**config.mk**
```make
export PLATFORM = sky130hd
export DESIGN_NAME = sdspi_llbyte_flat
export DESIGN_NICKNAME = d
export VERILOG_FILES = /design/src/rtl/sdspi_pkg.sv /design/src/rtl/sdspi_llbyte_if.sv /design/src/rtl/sdspi_sckdiv.sv /design/src/rtl/sdspi_llbyte.sv /design/src/flat_wrapper.sv
export SDC_FILE = /design/constraint.sdc
export NUM_CORES = 1
export LEC_CHECK = 0
export BUFFER_PORTS_ARGS = -buffer_cell sky130_fd_sc_hd__buf_4
export CAP_MARGIN = 20
export CORE_AREA = 5 5 73 75
export DETAILED_ROUTE_END_ITERATION = 10
export DIE_AREA = 0 0 78 80
export GPL_ROUTABILITY_DRIVEN = 0
export MAX_ROUTING_LAYER = met4
export PLACE_DENSITY = 0.82
export SLEW_MARGIN = 40
export SYNTH_ARGS = -nofsm -noshare
export SYNTH_HDL_FRONTEND = slang
export SYNTH_SLANG_ARGS = --single-unit
```
**constraint.sdc**
```tcl
create_clock -name i_clk -period 3.15 [get_ports i_clk]
set_input_delay 0.1575 -clock i_clk [delete_from_list [all_inputs] [get_ports i_clk]]
set_output_delay 0.1575 -clock i_clk [all_outputs]
set_load 0.05 [all_outputs]
```
**src/rtl/sdspi_pkg.sv**
```systemverilog
// Shared types and constants for the SD-card SPI byte engine.
package sdspi_pkg;

    typedef enum logic [1:0] {
        SDSPI_IDLE = 2'd0,
        SDSPI_LOW  = 2'd1,
        SDSPI_HIGH = 2'd2
    } sdspi_state_e;

    localparam int   SDSPI_MIN_HALF  = 1;
    localparam logic SDSPI_IDLE_MOSI = 1'b1;

endpackage

```
**src/rtl/sdspi_llbyte_if.sv**
```systemverilog
// Upstream byte handshake between the SD command sequencer and the SPI byte engine.
interface sdspi_llbyte_if #(
    parameter int SPDBITS = 7
);
    logic [SPDBITS-1:0] i_speed;
    logic               i_cs;
    logic               i_stb;
    logic [7:0]         i_byte;
    logic               o_busy;
    logic               o_stb;
    logic [7:0]         o_byte;

    modport master (
        output i_speed, i_cs, i_stb, i_byte,
        input  o_busy, o_stb, o_byte
    );

    modport slave (
        input  i_speed, i_cs, i_stb, i_byte,
        output o_busy, o_stb, o_byte
    );
endinterface

```
**src/rtl/sdspi_sckdiv.sv**
```systemverilog
// SCK half-period down-counter: reloads on each phase entry, ticks on the last cycle of the phase.
module sdspi_sckdiv
    import sdspi_pkg::*;
#(
    parameter int SPDBITS = 7
) (
    input  logic               i_clk,
    input  logic               i_reset_n,
    input  logic               i_load,
    input  logic [SPDBITS-1:0] i_half,
    output logic               o_tick
);
    localparam logic [SPDBITS-1:0] TERM = SPDBITS'(SDSPI_MIN_HALF);

    logic [SPDBITS-1:0] cnt;

    // Loaded with H, so a phase lasts H cycles: H, H-1, ..., 1.
    always_ff @(posedge i_clk or negedge i_reset_n) begin
        if (!i_reset_n)
            cnt <= TERM;
        else if (i_load)
            cnt <= i_half;
        else if (cnt > TERM)
            cnt <= cnt - SPDBITS'(1);
    end

    assign o_tick = (cnt == TERM);
endmodule

```
**src/rtl/sdspi_llbyte.sv**
```systemverilog
// SPI mode-0 byte engine: shifts one byte out MSB-first on MOSI while capturing MISO.
module sdspi_llbyte
    import sdspi_pkg::*;
#(
    parameter int SPDBITS = 7
) (
    input  logic           i_clk,
    input  logic           i_reset_n,
    sdspi_llbyte_if.slave  bus,
    output logic           o_cs_n,
    output logic           o_sck,
    output logic           o_mosi,
    input  logic           i_miso
);
    localparam logic [SPDBITS-1:0] MIN_HALF = SPDBITS'(SDSPI_MIN_HALF);

    sdspi_state_e       state, state_d;
    logic [SPDBITS-1:0] half_q, half_d, div_half;
    logic [7:0]         tx_sr, tx_d, rx_sr, rx_d, byte_q, byte_d;
    logic [2:0]         bit_cnt, bit_d;
    logic               busy_q, busy_d, stb_q, stb_d;
    logic               cs_n_q, cs_n_d, sck_q, sck_d, mosi_q, mosi_d;
    logic               div_load, tick;

    sdspi_sckdiv #(.SPDBITS(SPDBITS)) u_sckdiv (
        .i_clk     (i_clk),
        .i_reset_n (i_reset_n),
        .i_load    (div_load),
        .i_half    (div_half),
        .o_tick    (tick)
    );

    always_ff @(posedge i_clk or negedge i_reset_n) begin
        if (!i_reset_n) begin
            state   <= SDSPI_IDLE;
            half_q  <= MIN_HALF;
            tx_sr   <= 8'h00;
            rx_sr   <= 8'h00;
            byte_q  <= 8'hff;
            bit_cnt <= 3'd0;
            busy_q  <= 1'b0;
            stb_q   <= 1'b0;
            cs_n_q  <= 1'b1;
            sck_q   <= 1'b0;
            mosi_q  <= SDSPI_IDLE_MOSI;
        end else begin
            state   <= state_d;
            half_q  <= half_d;
            tx_sr   <= tx_d;
            rx_sr   <= rx_d;
            byte_q  <= byte_d;
            bit_cnt <= bit_d;
            busy_q  <= busy_d;
            stb_q   <= stb_d;
            cs_n_q  <= cs_n_d;
            sck_q   <= sck_d;
            mosi_q  <= mosi_d;
        end
    end

    always_comb begin
        state_d  = state;
        half_d   = half_q;
        tx_d     = tx_sr;
        rx_d     = rx_sr;
        byte_d   = byte_q;
        bit_d    = bit_cnt;
        busy_d   = busy_q;
        stb_d    = 1'b0;
        cs_n_d   = cs_n_q;
        sck_d    = sck_q;
        mosi_d   = mosi_q;
        div_load = 1'b0;
        div_half = half_q;

        case (state)
            SDSPI_IDLE: begin
                // Chip select only moves between bytes, never mid-transfer.
                cs_n_d = !bus.i_cs;
                if (bus.i_stb) begin
                    half_d   = (bus.i_speed < MIN_HALF) ? MIN_HALF : bus.i_speed;
                    tx_d     = bus.i_byte;
                    bit_d    = 3'd0;
                    mosi_d   = bus.i_byte[7];
                    busy_d   = 1'b1;
                    state_d  = SDSPI_LOW;
                    div_load = 1'b1;
                    div_half = half_d;
                end
            end
            SDSPI_LOW: begin
                if (tick) begin
                    sck_d    = 1'b1;
                    state_d  = SDSPI_HIGH;
                    div_load = 1'b1;
                end
            end
            SDSPI_HIGH: begin
                if (tick) begin
                    sck_d    = 1'b0;
                    rx_d     = {rx_sr[6:0], i_miso};
                    bit_d    = bit_cnt + 3'd1;
                    div_load = 1'b1;
                    if (bit_cnt == 3'd7) begin
                        state_d = SDSPI_IDLE;
                        busy_d  = 1'b0;
                        stb_d   = 1'b1;
                        byte_d  = rx_d;
                        mosi_d  = SDSPI_IDLE_MOSI;
                    end else begin
                        tx_d    = {tx_sr[6:0], 1'b0};
                        mosi_d  = tx_sr[6];
                        state_d = SDSPI_LOW;
                    end
                end
            end
            default: state_d = SDSPI_IDLE;
        endcase
    end

    assign bus.o_busy = busy_q;
    assign bus.o_stb  = stb_q;
    assign bus.o_byte = byte_q;
    assign o_cs_n     = cs_n_q;
    assign o_sck      = sck_q;
    assign o_mosi     = mosi_q;
endmodule

```
**src/flat_wrapper.sv**
```systemverilog
// flat-port wrapper written by rule: the top's interface ports become plain ports
module sdspi_llbyte_flat import sdspi_pkg::*;
#(
    parameter int SPDBITS = 7
)
  (i_clk, i_reset_n, o_cs_n, o_sck, o_mosi, i_miso, bus_i_speed, bus_i_cs, bus_i_stb, bus_i_byte, bus_o_busy, bus_o_stb, bus_o_byte);
  sdspi_llbyte_if #(.SPDBITS(SPDBITS)) bus_i ();
  input  logic i_clk;
  input  logic i_reset_n;
  output logic o_cs_n;
  output logic o_sck;
  output logic o_mosi;
  input  logic i_miso;
  input wire logic [$bits(bus_i.i_speed)-1:0] bus_i_speed;
  input wire logic [$bits(bus_i.i_cs)-1:0] bus_i_cs;
  input wire logic [$bits(bus_i.i_stb)-1:0] bus_i_stb;
  input wire logic [$bits(bus_i.i_byte)-1:0] bus_i_byte;
  output wire logic [$bits(bus_i.o_busy)-1:0] bus_o_busy;
  output wire logic [$bits(bus_i.o_stb)-1:0] bus_o_stb;
  output wire logic [$bits(bus_i.o_byte)-1:0] bus_o_byte;
  assign bus_i.i_speed = bus_i_speed;
  assign bus_i.i_cs = bus_i_cs;
  assign bus_i.i_stb = bus_i_stb;
  assign bus_i.i_byte = bus_i_byte;
  assign bus_o_busy = bus_i.o_busy;
  assign bus_o_stb = bus_i.o_stb;
  assign bus_o_byte = bus_i.o_byte;
  sdspi_llbyte #(.SPDBITS(SPDBITS)) u_core (.i_clk(i_clk), .i_reset_n(i_reset_n), .bus(bus_i), .o_cs_n(o_cs_n), .o_sck(o_sck), .o_mosi(o_mosi), .i_miso(i_miso));
endmodule
```
# Word level (Yosys, flattened, before mapping)
# Index checks and enable logic that the tools add are counted.
# Widths: inputs -> output; s select.
dict set report word_totals {
  ff_bits 46
  input_bits 20
  out_inout_bits 13
}
dict set report op_classes {
  n_addsub 2
  magnitude_cmp 2
  n_eq_ne 9
  mux 34
  reduce_logical 13
}
# cell count
set op_table {}
lappend op_table {{$mux 7} 8}
lappend op_table {{$mux 1} 14}
lappend op_table {{$pmux 7 s2} 1}
lappend op_table {{$reduce_and 3->1} 4}
lappend op_table {{$pmux 1 s2} 4}
lappend op_table {{$reduce_and 4->1} 2}
lappend op_table {{$eq 7x1->1 const B} 1}
lappend op_table {{$gt 7x1->1 const B} 1}
lappend op_table {{$lt 7x1->1 const B} 1}
lappend op_table {{$sub 7x1->7 const B} 1}
lappend op_table {{$mux 2} 3}
lappend op_table {{$mux 3} 2}
lappend op_table {{$ne 2x1->1 const B} 3}
lappend op_table {{$pmux 2 s3} 1}
lappend op_table {{$pmux 3 s2} 1}
lappend op_table {{$reduce_bool 2->1} 3}
lappend op_table {{$ne 2x2->1 const B} 2}
lappend op_table {{$add 3x1->3 const B} 1}
lappend op_table {{$eq 3x3->1 const B} 1}
lappend op_table {{$eq 2x1->1 const B} 1}
lappend op_table {{$eq 2x2->1 const B} 1}
lappend op_table {{$logic_not 2->1} 1}
lappend op_table {{$reduce_and 2->1} 1}
lappend op_table {{$reduce_or 2->1} 1}
lappend op_table {{$logic_not 1->1} 1}

# Logic depth before layout (Yosys ltp)
# Gate-level depths: netlist of the first run.
dict set report depth {
  depth_word 5
  depth_mapped 8
  depth_no_buf 6
}

# Hierarchy
# From an unflattened synthesis of the first run, not the netlist that was laid out.
dict set report hier_totals {
  hier_cells 179
  hier_area_um2 2217.1
}
# mod n_inst cells_each area_each_um2 seq_area_each_um2
set modules_own_cells {}
lappend modules_own_cells {sdspi_llbyte 1 130 1767.9 989.7}
lappend modules_own_cells {sdspi_sckdiv 1 49 449.2 176.4}

# Worst setup path before layout of the first run
# OpenSTA, ideal clock, no wires.
dict set report synth_path {
  kind {register to register}
  startpoint {reg u_core.state[0]}
  endpoint {reg u_core.tx_sr[5]}
  setup_time_ns 0.125
  arrival_ns 1.798
  required_time_ns 3.025
  setup_slack_ns 1.228
  stages_incl_launch_ff 7
  period_less_slack_ns 1.922
  path_cell_list {dfrtp_1 inv_1 ha_1 clkbuf_1 buf_1 mux2_2 mux2_2}
}
dict set report synth_via {
  elab_chain_len 3
  elab_cells_between_ends 8
}
# item line_no
set synth_rtl {}
lappend synth_rtl {{start, declared} sdspi_llbyte.sv:17} ;# sdspi_state_e state, state_d;
lappend synth_rtl {{start signal, assigned} sdspi_llbyte.sv:47} ;# state <= state_d;
lappend synth_rtl {{$eq 2x2->1 or $logic_not 2->1 (tied branches)} sdspi_llbyte.sv:76} ;# case (state)
lappend synth_rtl {{$ne 2x1->1 (no source line) (tied with other cells)} --}
lappend synth_rtl {{$reduce_and 4->1 (no source line)} --}
lappend synth_rtl {{end signal, assigned} sdspi_llbyte.sv:49} ;# tx_sr <= tx_d;
lappend synth_rtl {{end, declared} sdspi_llbyte.sv:19} ;# logic [7:0] tx_sr, tx_d, rx_sr, rx_d, byte_q, byte_d;
# Parallel ways exist; a longest one is shown, timed or not.
# A chain may end at the register's enable or synchronous reset.

# Worst setup path after layout of the first run
dict set report layout_path {
  startpoint {reg u_core.u_sckdiv.cnt[0]}
  endpoint {reg u_core.mosi_q (netlist: u_core.o_mosi)}
}
dict set report layout_via {
  elab_chain_len 3
}
# item line_no
set layout_rtl {}
lappend layout_rtl {{start, declared} sdspi_sckdiv.sv:15} ;# logic [SPDBITS-1:0] cnt;
lappend layout_rtl {{start signal, assigned} sdspi_sckdiv.sv:22} ;# cnt <= i_half;
lappend layout_rtl {{start signal, assigned} sdspi_sckdiv.sv:24} ;# cnt <= cnt - SPDBITS'(1);
lappend layout_rtl {{$eq 7x1->1} sdspi_sckdiv.sv:27} ;# assign o_tick = (cnt == TERM);
lappend layout_rtl {{$ne 2x1->1 (no source line)} --}
lappend layout_rtl {{$reduce_and 3->1 (no source line)} --}
lappend layout_rtl {{end signal, assigned} sdspi_llbyte.sv:57} ;# mosi_q <= mosi_d;
lappend layout_rtl {{end, declared} sdspi_llbyte.sv:22} ;# logic cs_n_q, cs_n_d, sck_q, sck_d, mosi_q, mosi_d;
# No other way between the ends.

==> results of run 1 <==
through the flow:
stage | hold slack, ps | power, W | setup slack [ps] | instances
6_report | 107 | 0.00109 | 699 | 281
5_1_grt | 104 | 0.00113 | 479 | 281
4_1_cts | 100 | 0.00110 | 752 | 281
3_5_place_dp | 192 | 0.000660 | 735 | 272
3_3_place_gp | 192 | 0.000658 | 946 | 272
2_1_floorplan | -138 | 0.000625 | 1230 | 193
cells in the mapped netlist:
library cell | number | area, um2
a31o_2 | 1 | 8.76
xor2_1 | 1 | 8.76
a22o_1 | 2 | 17.5
nor4_4 | 1 | 21.3
nor2_2 | 1 | 6.26
and4_1 | 1 | 8.76
a31oi_1 | 2 | 12.5
a32oi_1 | 2 | 17.5
o22ai_1 | 2 | 12.5
dfrtp_1 | 34 | 851
nand3_1 | 4 | 20.0
ha_1 | 8 | 100
xnor2_1 | 1 | 8.76
dfstp_2 | 12 | 315
nand3_4 | 1 | 17.5
o21ai_0 | 6 | 30.0
nor2b_1 | 3 | 18.8
inv_1 | 13 | 48.8
mux2_2 | 40 | 450
nand2b_1 | 6 | 37.5
o41ai_1 | 1 | 8.76
o211ai_1 | 1 | 7.51
o221ai_1 | 2 | 17.5
nor3_1 | 1 | 5.00
buf_4 | 1 | 7.51
o21a_1 | 2 | 15.0
o31ai_1 | 2 | 15.0
a222oi_1 | 1 | 10.0
nand2_1 | 5 | 18.8
nor4_1 | 1 | 6.26
clkbuf_1 | 3 | 11.3
mux2i_1 | 4 | 40.0
buf_1 | 1 | 3.75
and2_1 | 2 | 12.5
a21oi_1 | 7 | 35.0
nor3b_1 | 1 | 7.51
nor2_1 | 6 | 22.5
o32ai_1 | 1 | 8.76
or4_1 | 1 | 7.51
a21o_1 | 1 | 7.51
buf_2 | 4 | 20.0
a21boi_0 | 2 | 15.0
o21bai_1 | 2 | 15.0
flip-flops by register name (all words and copies together) (netlist names):
| name | cells |
|---|---|
| u_core.bus.o_byte | 8 |
| u_core.half_q | 7 |
| u_core.rx_sr | 7 |
| u_core.tx_sr | 7 |
| u_core.u_sckdiv.cnt | 7 |
| u_core.bit_cnt | 3 |
| u_core.state | 2 |
| u_core.bus.o_busy | 1 |
| u_core.bus.o_stb | 1 |
| u_core.o_cs_n | 1 |
| u_core.o_mosi | 1 |
| u_core.o_sck | 1 |
what timing repair did:
| action | CTS | global route |
|---|---|---|
| hold buffers | 2 | 0 |
| hold endpoints to repair | 35 | 0 |
| setup buffers | 0 | 0 |
worst paths after layout:
| path | to | slack [ps] |
|---|---|---|
| setup reg to reg | u_core.o_mosi | 700 |
| max in group asynchronous | u_core.bus.o_byte[7] | 2370 |
| min in group asynchronous | u_core.half_q[2] | 400 |
| hold reg to reg | u_core.o_cs_n | 490 |
| hold / removal | u_core.bus.o_byte[0] | 110 |
| setup / recovery | u_core.o_mosi | 700 |
cell type report:
type	count	area, um2	area share (%)
clock buffer	6	82.6	3.01
clock inverter	1	30.0	1.09
inverter	13	48.8	1.78
multi-input combinational	125	1070	39.1
sequential	46	1170	42.5
tap	54	67.6	2.46
timing repair buffer	36	275	10.0
kinds of logic (layout without fill, tap and decap cells):
family          after synthesis  after routing  synth area share [%]
compound gates               37             37                  10.9
fa+ha+maj                     8              8                  4.30
mux                          44             44                  21.1
buf+inv                      22             56                  3.92
xor+xnor                      2              2                 0.752
simple gates                 34             34                  9.02
flops                        46             46                  50.1
power by group through the flow:
stage               logic [W]  registers (W)  clock network (W)
global route        0.0000561       0.000600           0.000476
global placement    0.0000479       0.000610                  0
CTS                 0.0000511       0.000600           0.000447
finish              0.0000497       0.000600           0.000441
detailed placement  0.0000493       0.000611                  0
floorplan           0.0000128       0.000612                  0
metal layers:
layer	global-route usage (%)	vias to the layer above	part of all wire, %
met4	5.07	0	1.6
met3	3.16	7	3.6
met1	19.7	775	46
met2	24.0	34	49
li1	-	764	-
met5	-	-	0
critical path, cell delays in order, from the launching register on:
cell	delay (ps)
dfstp_2	570
ha_1	190
nor2b_1	450
nand3_1	500
o41ai_1	500
a222oi_1	150
==> results.txt, run 1 <==
# rows: 25
Via/cell ratio: 5.62
Largest net degree at the start of global routing: 47
Max-slew headroom: 62.7%
Clk pwr share: 40.5%
Psw: 0.000215 W
Slew Limit Fails: 0
Worst-case clock buffer depth: 2
Comb power frac: 4.6%
CTS tree: yes
Total grt overflow: 0
Port bufs: 32
Clock slew at reported path FFs: 80 ps
Critical path startpoint: u_core.u_sckdiv.cnt[0]
Leak Pwr: 1.31 nW
Die X: 78 um
Crit. End Element: flop
Syn avg cell area: 12.1 um2
Worst Skew: 4.50 ps
Design area: 2740 um2
Final Util: 59.6%
Instance area at placement: 2610 um2
Hold depth: 2
Antenna Nets Post-Route: 0
Synthesized area: 2330 um2
Class of the worst hold path: input port to flop
CP Data Arrival Time: 2650 ps
Initial antenna violation count: 0
Min Tclk post-route: 2450 ps
Reg2Reg Depth: 5
Htree depth: 2
Critical path type: flop to flop
Sequential-to-total area share from yosys stat: 50.1%
Switching Share: 19.7%
Synthesized Nets: 221
Most frequent cells in the layout: mux2_2 (40), buf_4 (34), dfrtp_1 (34)
First-pass GRT wire length: 7.45 mm
IO Count: 33
Final Hold Fails: 0
Die ar.: 6240 um2
Post-Syn Instances: 193
Fraction of layout instances using a drive strength above 1: 42.7%
Antenna Cells: 0
FMAX: 408 MHz
Unrepaired setup endpoints after global routing: no
Final HPWL DP: 3.16 mm
Total GRT Usage: 15.2%
Distinct cells, synth: 43
Worst r2r src: u_core.u_sckdiv.cnt[0]
Sequential share of power: 55.0%
Drt drc: 0
Setup violations, final: 0
Final worst path period share: 77.8%
Die Height: 80 um
Clk Latency, worst-skew pair: 290 ps
Total CTS buffers: 5
Max_cap viols: 0
Commonest non-fill, non-tap cell in the layout: mux2_2
Syn. warnings: 0
Routed len/inst: 15.4 um
Hold Path Origin: i_miso
Worst Tran Pin Value: 559 ps
Crit-path max FO: 12
1st-pass router iterations: 4
Synth Register Bits: 46
CTS resizes: 0
Fillers: 361
Vias: 1,580
Sink Count: 46
Fin nets: 255
Total Neg Setup Slack: 0 ps
Worst path required time: 3350 ps
Nature of the critical path startpoint: flop
Initial core utilization: 50.7%
Vias in the first global route: 1,585
Maximum vdd drop: 0.272 mV
First DRT Iteration DRCs: 64
PwrDens: 398 nW/um2
WL final: 4.34 mm
Area delta synth->final: 17.7%
P_int: 0.000876 W
Placeable Area: 4600 um2
Status: completed
Root Driver: clkbuf_8
(Power assumes the default switching activity.)
==> run 2: changes to the inputs <==
- ABC_AREA: default -> 1
- CORE_AREA: 5 5 73 75 -> 5 5 72 74
- DIE_AREA: 0 0 78 80 -> 0 0 77 79
- clock period: 3.15 -> 2.3 ns (I/O delays scaled with it)
==> results.txt, run 2 <==
Comb power frac: 41.9% (+37 points)
Setup violations, final: 0 (unchanged)
Hold Path Origin: i_miso
CP peak stage delay: 400 ps (-170 ps)
CP bufs+invs: 2 (+2)
Leak Pwr: 1.30 nW (-0.44%)
Antenna Nets Post-Route: 0 (unchanged)
Synthesized Nets: 264 (+19%)
Fin nets: 302 (+18%)
Distinct cells, synth: 28 (-35%)
Drt drc: 0 (unchanged)
IO Count: 33 (unchanged)
Status: completed
# rows: 25 (unchanged)
Worst Skew: 3.72 ps (-0.776 ps)
Sequential-to-total area share from yosys stat: 52.3% (+2.2 points)
Vias: 1,657 (+4.9%)
Synth area leader: dfrtp_1
Top delay family on crit path: compound AO/OA/AOI/OAI gates
Most Frequent Cell on Critical Path: inv_1
Final worst path period share: 79.9% (+2.1 points)
Post-placement cell count: 319 (+17%)
Worst r2r src: u_core.state[0]
Final Hold Fails: 0 (unchanged)
Synth top area share: 38.1% (+1.6 points)
FMAX: 544 MHz (+33%)
Area delta synth->final: 18.2%
Critical path type: flop to flop
Unrepaired setup endpoints after global routing: no
Share of flip-flops with an asynchronous set or reset: 100% (unchanged)
CTS tree: yes
Fraction of layout instances using a drive strength above 1: 27.6% (-15 points)
CP Data Arrival Time: 2010 ps (-640 ps)
1st-pass router iterations: 7 (+3)
Worst path required time: 2470 ps (-880 ps)
Syn. warnings: 0 (unchanged)
Setup Fix Bufs, Post-CTS: 0 (unchanged)
Top_reg_cell synth: dfrtp_1
Synthesized area: 2230 um2 (-4.2%)
Reg2Reg Setup Slack: 460 ps (-240 ps)
Post-Syn Instances: 236 (+22%)
Crit. End Element: flop
Die X: 77 um (-1.3%)
Most frequent cells in the layout: nand2_1 (64), dfrtp_1 (34), buf_4 (33)
Root Driver: clkbuf_8
Clk pwr share: 18.6% (-22 points)
Htree depth: 2 (unchanged)
Crit-path cells: inv_1 -> ha_1 -> inv_1 -> o21ai_0 -> o211ai_2 -> nand2_1 -> o21ai_2
Sequential share of power: 39.5% (-16 points)
Syn avg cell area: 9.45 um2 (-22%)
Critical path startpoint: u_core.state[0]
Total Neg Setup Slack: 0 ps (unchanged)
Psw: 0.00127 W (+490%)
Nature of the critical path startpoint: flop
Top-count cell post-synth: nand2_1
Vias in the first global route: 1,610 (+1.6%)
First-pass GRT wire length: 7.08 mm (-5.0%)
Layout Cells excl Fill: 329 (+17%)
Max-slew headroom: 55.9% (-6.9 points)
Total GRT Usage: 15.1% (-0.17 points)
Slew Limit Fails: 0 (unchanged)
Commonest non-fill, non-tap cell in the layout: nand2_1
Clk Latency, worst-skew pair: 300 ps (about the same)
Placeable Area: 4540 um2 (-1.4%)
Total CTS buffers: 5 (unchanged)
Initial antenna violation count: 0 (unchanged)
Port bufs: 32 (unchanged)
Maximum vdd drop: 0.510 mV (+88%)
Total grt overflow: 0 (unchanged)
Initial core utilization: 49.2% (-1.5 points)
Fillers: 403 (+12%)
Routed len/inst: 12.8 um (-17%)
Hold Buf Count CTS: 2 (unchanged)
Max_cap viols: 0 (unchanged)
Top cells by area, synth: dfrtp_1 (38%), dfstp_2 (14%), nand2_1 (11%)
Largest net degree at the start of global routing: 47 (unchanged)
Clock slew at reported path FFs: 80 ps (about the same)
Largest register FFs: 8 (unchanged)
Via/cell ratio: 5.04 (-10%)
Crit-path max FO: 13 (+1)
Class of the worst hold path: input port to flop
Worst-case clock buffer depth: 2 (unchanged)
P_int: 0.00188 W (+110%)
EDFF count, synth: 0 (unchanged)
First DRT Iteration DRCs: 68 (+6.3%)
Final HPWL DP: 3.07 mm (-2.9%)
Worst Tran Pin Value: 660 ps (+101 ps)
PwrDens: 1190 nW/um2 (+200%)
Commonest cells in the synthesized netlist: nand2_1 (64), dfrtp_1 (34), inv_1 (22)
Synth Register Bits: 46 (unchanged)
Sink Count: 46 (unchanged)
Min Tclk post-route: 1840 ps (-613 ps)
CTS resizes: 0 (unchanged)
Switching Share: 40.3% (+21 points)
Antenna Cells: 0 (unchanged)
Die Height: 79 um (-1.3%)
WL final: 4.20 mm (-3.2%)
Die ar.: 6080 um2 (-2.5%)
Slowest stage cell, crit path: dfrtp_1
-- run 2: area by class of cell --
cell class	instances	area [um2]	area share, %
timing repair buffer	35	268	10.2
sequential	46	1170	44.2
inverter	23	86.3	3.27
tap	54	67.6	2.56
clock inverter	1	30.0	1.14
multi-input combinational	163	943	35.8
clock buffer	7	76.3	2.89
-- run 2: worst reg2reg max path, delay by kind of cell, from the launching register on --
kind | cells | cell delay, ps
adders and majority gates | 1 | 170
DFF | 1 | 400
buffers and inverters | 2 | 240
and+or+nand+nor | 1 | 170
AOI/OAI and AO/OA | 3 | 720
-- run 2: path summary, 6_finish.rpt --
kind / end / cells after the start
worst max-delay path: u_core.tx_sr[3] / 7
worst min-delay path: u_core.bus.o_byte[0] / 3
worst max register to register: u_core.tx_sr[3] / 7
worst min register to register: u_core.bus.o_byte[0] / 2
max in group asynchronous: u_core.half_q[0] / 2
min in group asynchronous: u_core.bus.o_stb / 2
-- run 2: cells by family (layout without fill, tap and decap cells) --
logic type	after synthesis	count (layout)	synth area share (%)
AND/OR/NAND/NOR	103	103	21.2
flip-flops	46	46	52.3
AO/OA/AOI/OAI	41	41	11.9
buffers and inverters	27	66	5.44
adder cells (fa/ha/maj)	8	8	4.49
multiplexers	6	6	2.69
XOR/XNOR	5	5	1.96
-- run 2: power groups by stage --
stage | Combinational (W) | Sequential [W] | Clock (W)
CTS | 0.00133 | 0.00124 | 0.000605
global route | 0.00149 | 0.00127 | 0.000638
global placement | 0.00126 | 0.00125 | 0
finish | 0.00132 | 0.00124 | 0.000584
detailed placement | 0.00131 | 0.00126 | 0
floorplan | 0.000903 | 0.00135 | 0
-- run 2: per-stage QoR --
stage / worst slack (ps) / power [W] / cell area (um2) / hold WS, ps / util [%]
floorplan: 689 / 0.00225 / 2230 / -181 / -
global placement: 519 / 0.00252 / 2510 / 147 / 55.4
detailed placement: 482 / 0.00257 / 2510 / 154 / 55.4
CTS: 470 / 0.00318 / 2640 / 17.1 / 58.2
global route: 252 / 0.00339 / 2640 / 29.1 / 58.2
finish: 463 / 0.00315 / 2640 / 25.0 / 58.2
-- run 2: routing by layer --
metal | vias up | GRT usage, % | share of wire (%)
li1 | 837 | - | -
met2 | 40 | 25.0 | 49
met1 | 774 | 17.3 | 44
met5 | - | - | 0
met4 | 0 | 6.19 | 1.9
met3 | 6 | 4.20 | 5.2
==> run 3: changes to the inputs <==
- CORE_AREA: 5 5 72 74 -> 5 5 73 75
- DIE_AREA: 0 0 77 79 -> 0 0 78 80
- PLACE_DENSITY: 0.82 -> 0.83
- clock period: 2.3 -> 1.6 ns (I/O delays scaled with it)
==> results.txt, run 3 (synthesis gave the netlist of run 2 again) <==
Status: complete, but fails checks
Violated checks: negative setup slack
Die X: 78 um (+1.3%)
Antenna Nets Post-Route: 0 (unchanged)
Worst Skew: 8.32 ps (+4.59 ps)
CTS tree: yes
Die Height: 80 um (+1.3%)
First-pass GRT wire length: 7.43 mm (+5.0%)
Place WS: -158 ps (-640 ps)
Antenna Cells: 0 (unchanged)
Initial core utilization: 48.5% (-0.67 points)
Max-slew headroom: 62.8% (+6.9 points)
Vias in the first global route: 1,737 (+7.9%)
Design Power: 0.00504 W (+60%)
Placeable Area: 4600 um2 (+1.4%)
Layout Cells excl Fill: 350 (+6.4%)
# rows: 25 (unchanged)
CP Data Arrival Time: 1860 ps (-150 ps)
Routed len/inst: 13.3 um (+3.9%)
Drt drc: 0 (unchanged)
Fillers: 365 (-9.4%)
Total grt overflow: 0 (unchanged)
Nature of the critical path startpoint: flop
Largest register FFs: 8 (unchanged)
Clk Latency, worst-skew pair: 300 ps (about the same)
Fin nets: 323 (+7.0%)
Met2 routed wirelength: 2.36 mm (+15%)
Via/cell ratio: 5.05 (+0.30%)
Crit-path max FO: 3 (-10)
1st-pass router iterations: 4 (-3)
Crit. End Element: flop
Slew Limit Fails: 0 (unchanged)
Total GRT Usage: 15.2% (+0.11 points)
Final HPWL DP: 2.94 mm (-4.2%)
WL final: 4.64 mm (+11%)
Area delta synth->final: 33.1%
Max layer used: met4
Vias: 1,768 (+6.7%)
Final Hold Fails: 0 (unchanged)
Root Driver: clkbuf_8
Maximum vdd drop: 1.04 mV (+100%)
Worst path required time: 1830 ps (-640 ps)
Fraction of layout instances using a drive strength above 1: 43.9% (+16 points)
Min Tclk post-route: 1630 ps (-209 ps)
Post-placement cell count: 330 (+3.4%)
Final Util: 64.6% (+6.4 points)
Commonest non-fill, non-tap cell in the layout: nand2_1
Worst Tran Pin Value: 558 ps (-102 ps)
Worst-case clock buffer depth: 2 (unchanged)
Most frequent cells in the layout: nand2_1 (54), buf_4 (48), dfrtp_1 (34)
Port bufs: 32 (unchanged)
Class of the worst hold path: input port to flop
Max_cap viols: 0 (unchanged)
First DRT Iteration DRCs: 70 (+2.9%)
DR WL met3: 242 um (+11%)
Largest net degree at the start of global routing: 47 (unchanged)
FMAX: 614 MHz (+13%)
Critical path type: flop to flop
Leak Pwr: 1.46 nW (+12%)
PwrDens: 1700 nW/um2 (+42%)
Setup violations, final: 10 (+10)
Hold slack: 16.0 ps (-9.03 ps)
Die ar.: 6240 um2 (+2.6%)
Unrepaired setup endpoints after global routing: yes
IO Count: 33 (unchanged)
WL met1: 1.98 mm (+7.5%)
Sink Count: 46 (unchanged)
Clock slew at reported path FFs: 80 ps (about the same)
Htree depth: 2 (unchanged)
Final worst slack: -28.6 ps (-491 ps)
Initial antenna violation count: 0 (unchanged)
Final worst path period share: 102% (+22 points)
Total CTS buffers: 5 (unchanged)
-- run 3: cell count changes in the layout (fill, tap and decap cells not counted), moves of 4 or more --
cell     delta
nand2_1    -10
nand2_2     +7
o21ai_0    -13
buf_6       +4
inv_2       +7
inv_1       -7
o21ai_1     +6
o21ai_2     +7
buf_4      +15
-- run 3: path summary, 6_finish.rpt --
| path | endpoint | slack, ps | start | cells after the start |
|---|---|---|---|---|
| worst min-delay path | u_core.tx_sr[0] | 20 | bus_i_byte[0] | 3 |
| worst min register to register | u_core.bus.o_byte[0] | 480 | u_core.bus.o_byte[0] | 2 |
| min in group asynchronous | u_core.u_sckdiv.cnt[3] | 310 | i_reset_n | 2 |
| max in group asynchronous | u_core.u_sckdiv.cnt[0] | 890 | i_reset_n | 2 |
| worst max register to register | u_core.o_sck | -30 | u_core.u_sckdiv.cnt[0] | 10 |
| worst max-delay path | u_core.o_sck | -30 | u_core.u_sckdiv.cnt[0] | 10 |
-- run 3: power by group --
| part | switching [W] | internal [W] |
|---|---|---|
| clock network | 0.000380 | 0.000396 |
| registers | 0.000254 | 0.00157 |
| logic | 0.00143 | 0.00100 |
-- run 3: final cells by class --
class	count	area [um2]	area share [%]
clock buffers	7	96.3	3.24
inverters	23	86.3	2.91
repair buffers	56	455	15.3
clock inverters	1	8.76	0.295
well taps	54	67.6	2.28
flip-flops and latches	46	1170	39.3
multi-input cells	163	1090	36.7
-- run 3: metrics by stage --
step	TNS, ps	cell area, um2
after global routing	-2320	2970
final	-126	2970
after detailed placement	-1260	2610
after global placement	-662	2610
after CTS	-117	2860
after floorplan	0	2230
-- run 3: timing repair --
| action | CTS | global route |
|---|---|---|
| hold endpoints to repair | 36 | 0 |
| hold buffers | 3 | 0 |
| endpoints found under the setup margin | 25 | 37 |
| pin swaps | 8 | 10 |
| gates cloned | 1 | 0 |
| gates resized for setup | 21 | 37 |
| buffers inserted | 7 | 1 |
-- run 3: layer usage --
layer	up-vias	global-route usage (%)
li1	887	-
met2	46	26.0
met1	828	17.6
met4	0	4.90
met5	-	-
met3	7	3.61
-- run 3: critical path, stage by stage, from the launching register on --
cell,delay (ps)
dfstp_2,570
ha_4,140
nand2_4,50
nor2_4,140
buf_4,130
buf_4,90
buf_4,90
buf_4,90
buf_4,90
a31oi_2,80
nor2_1,100
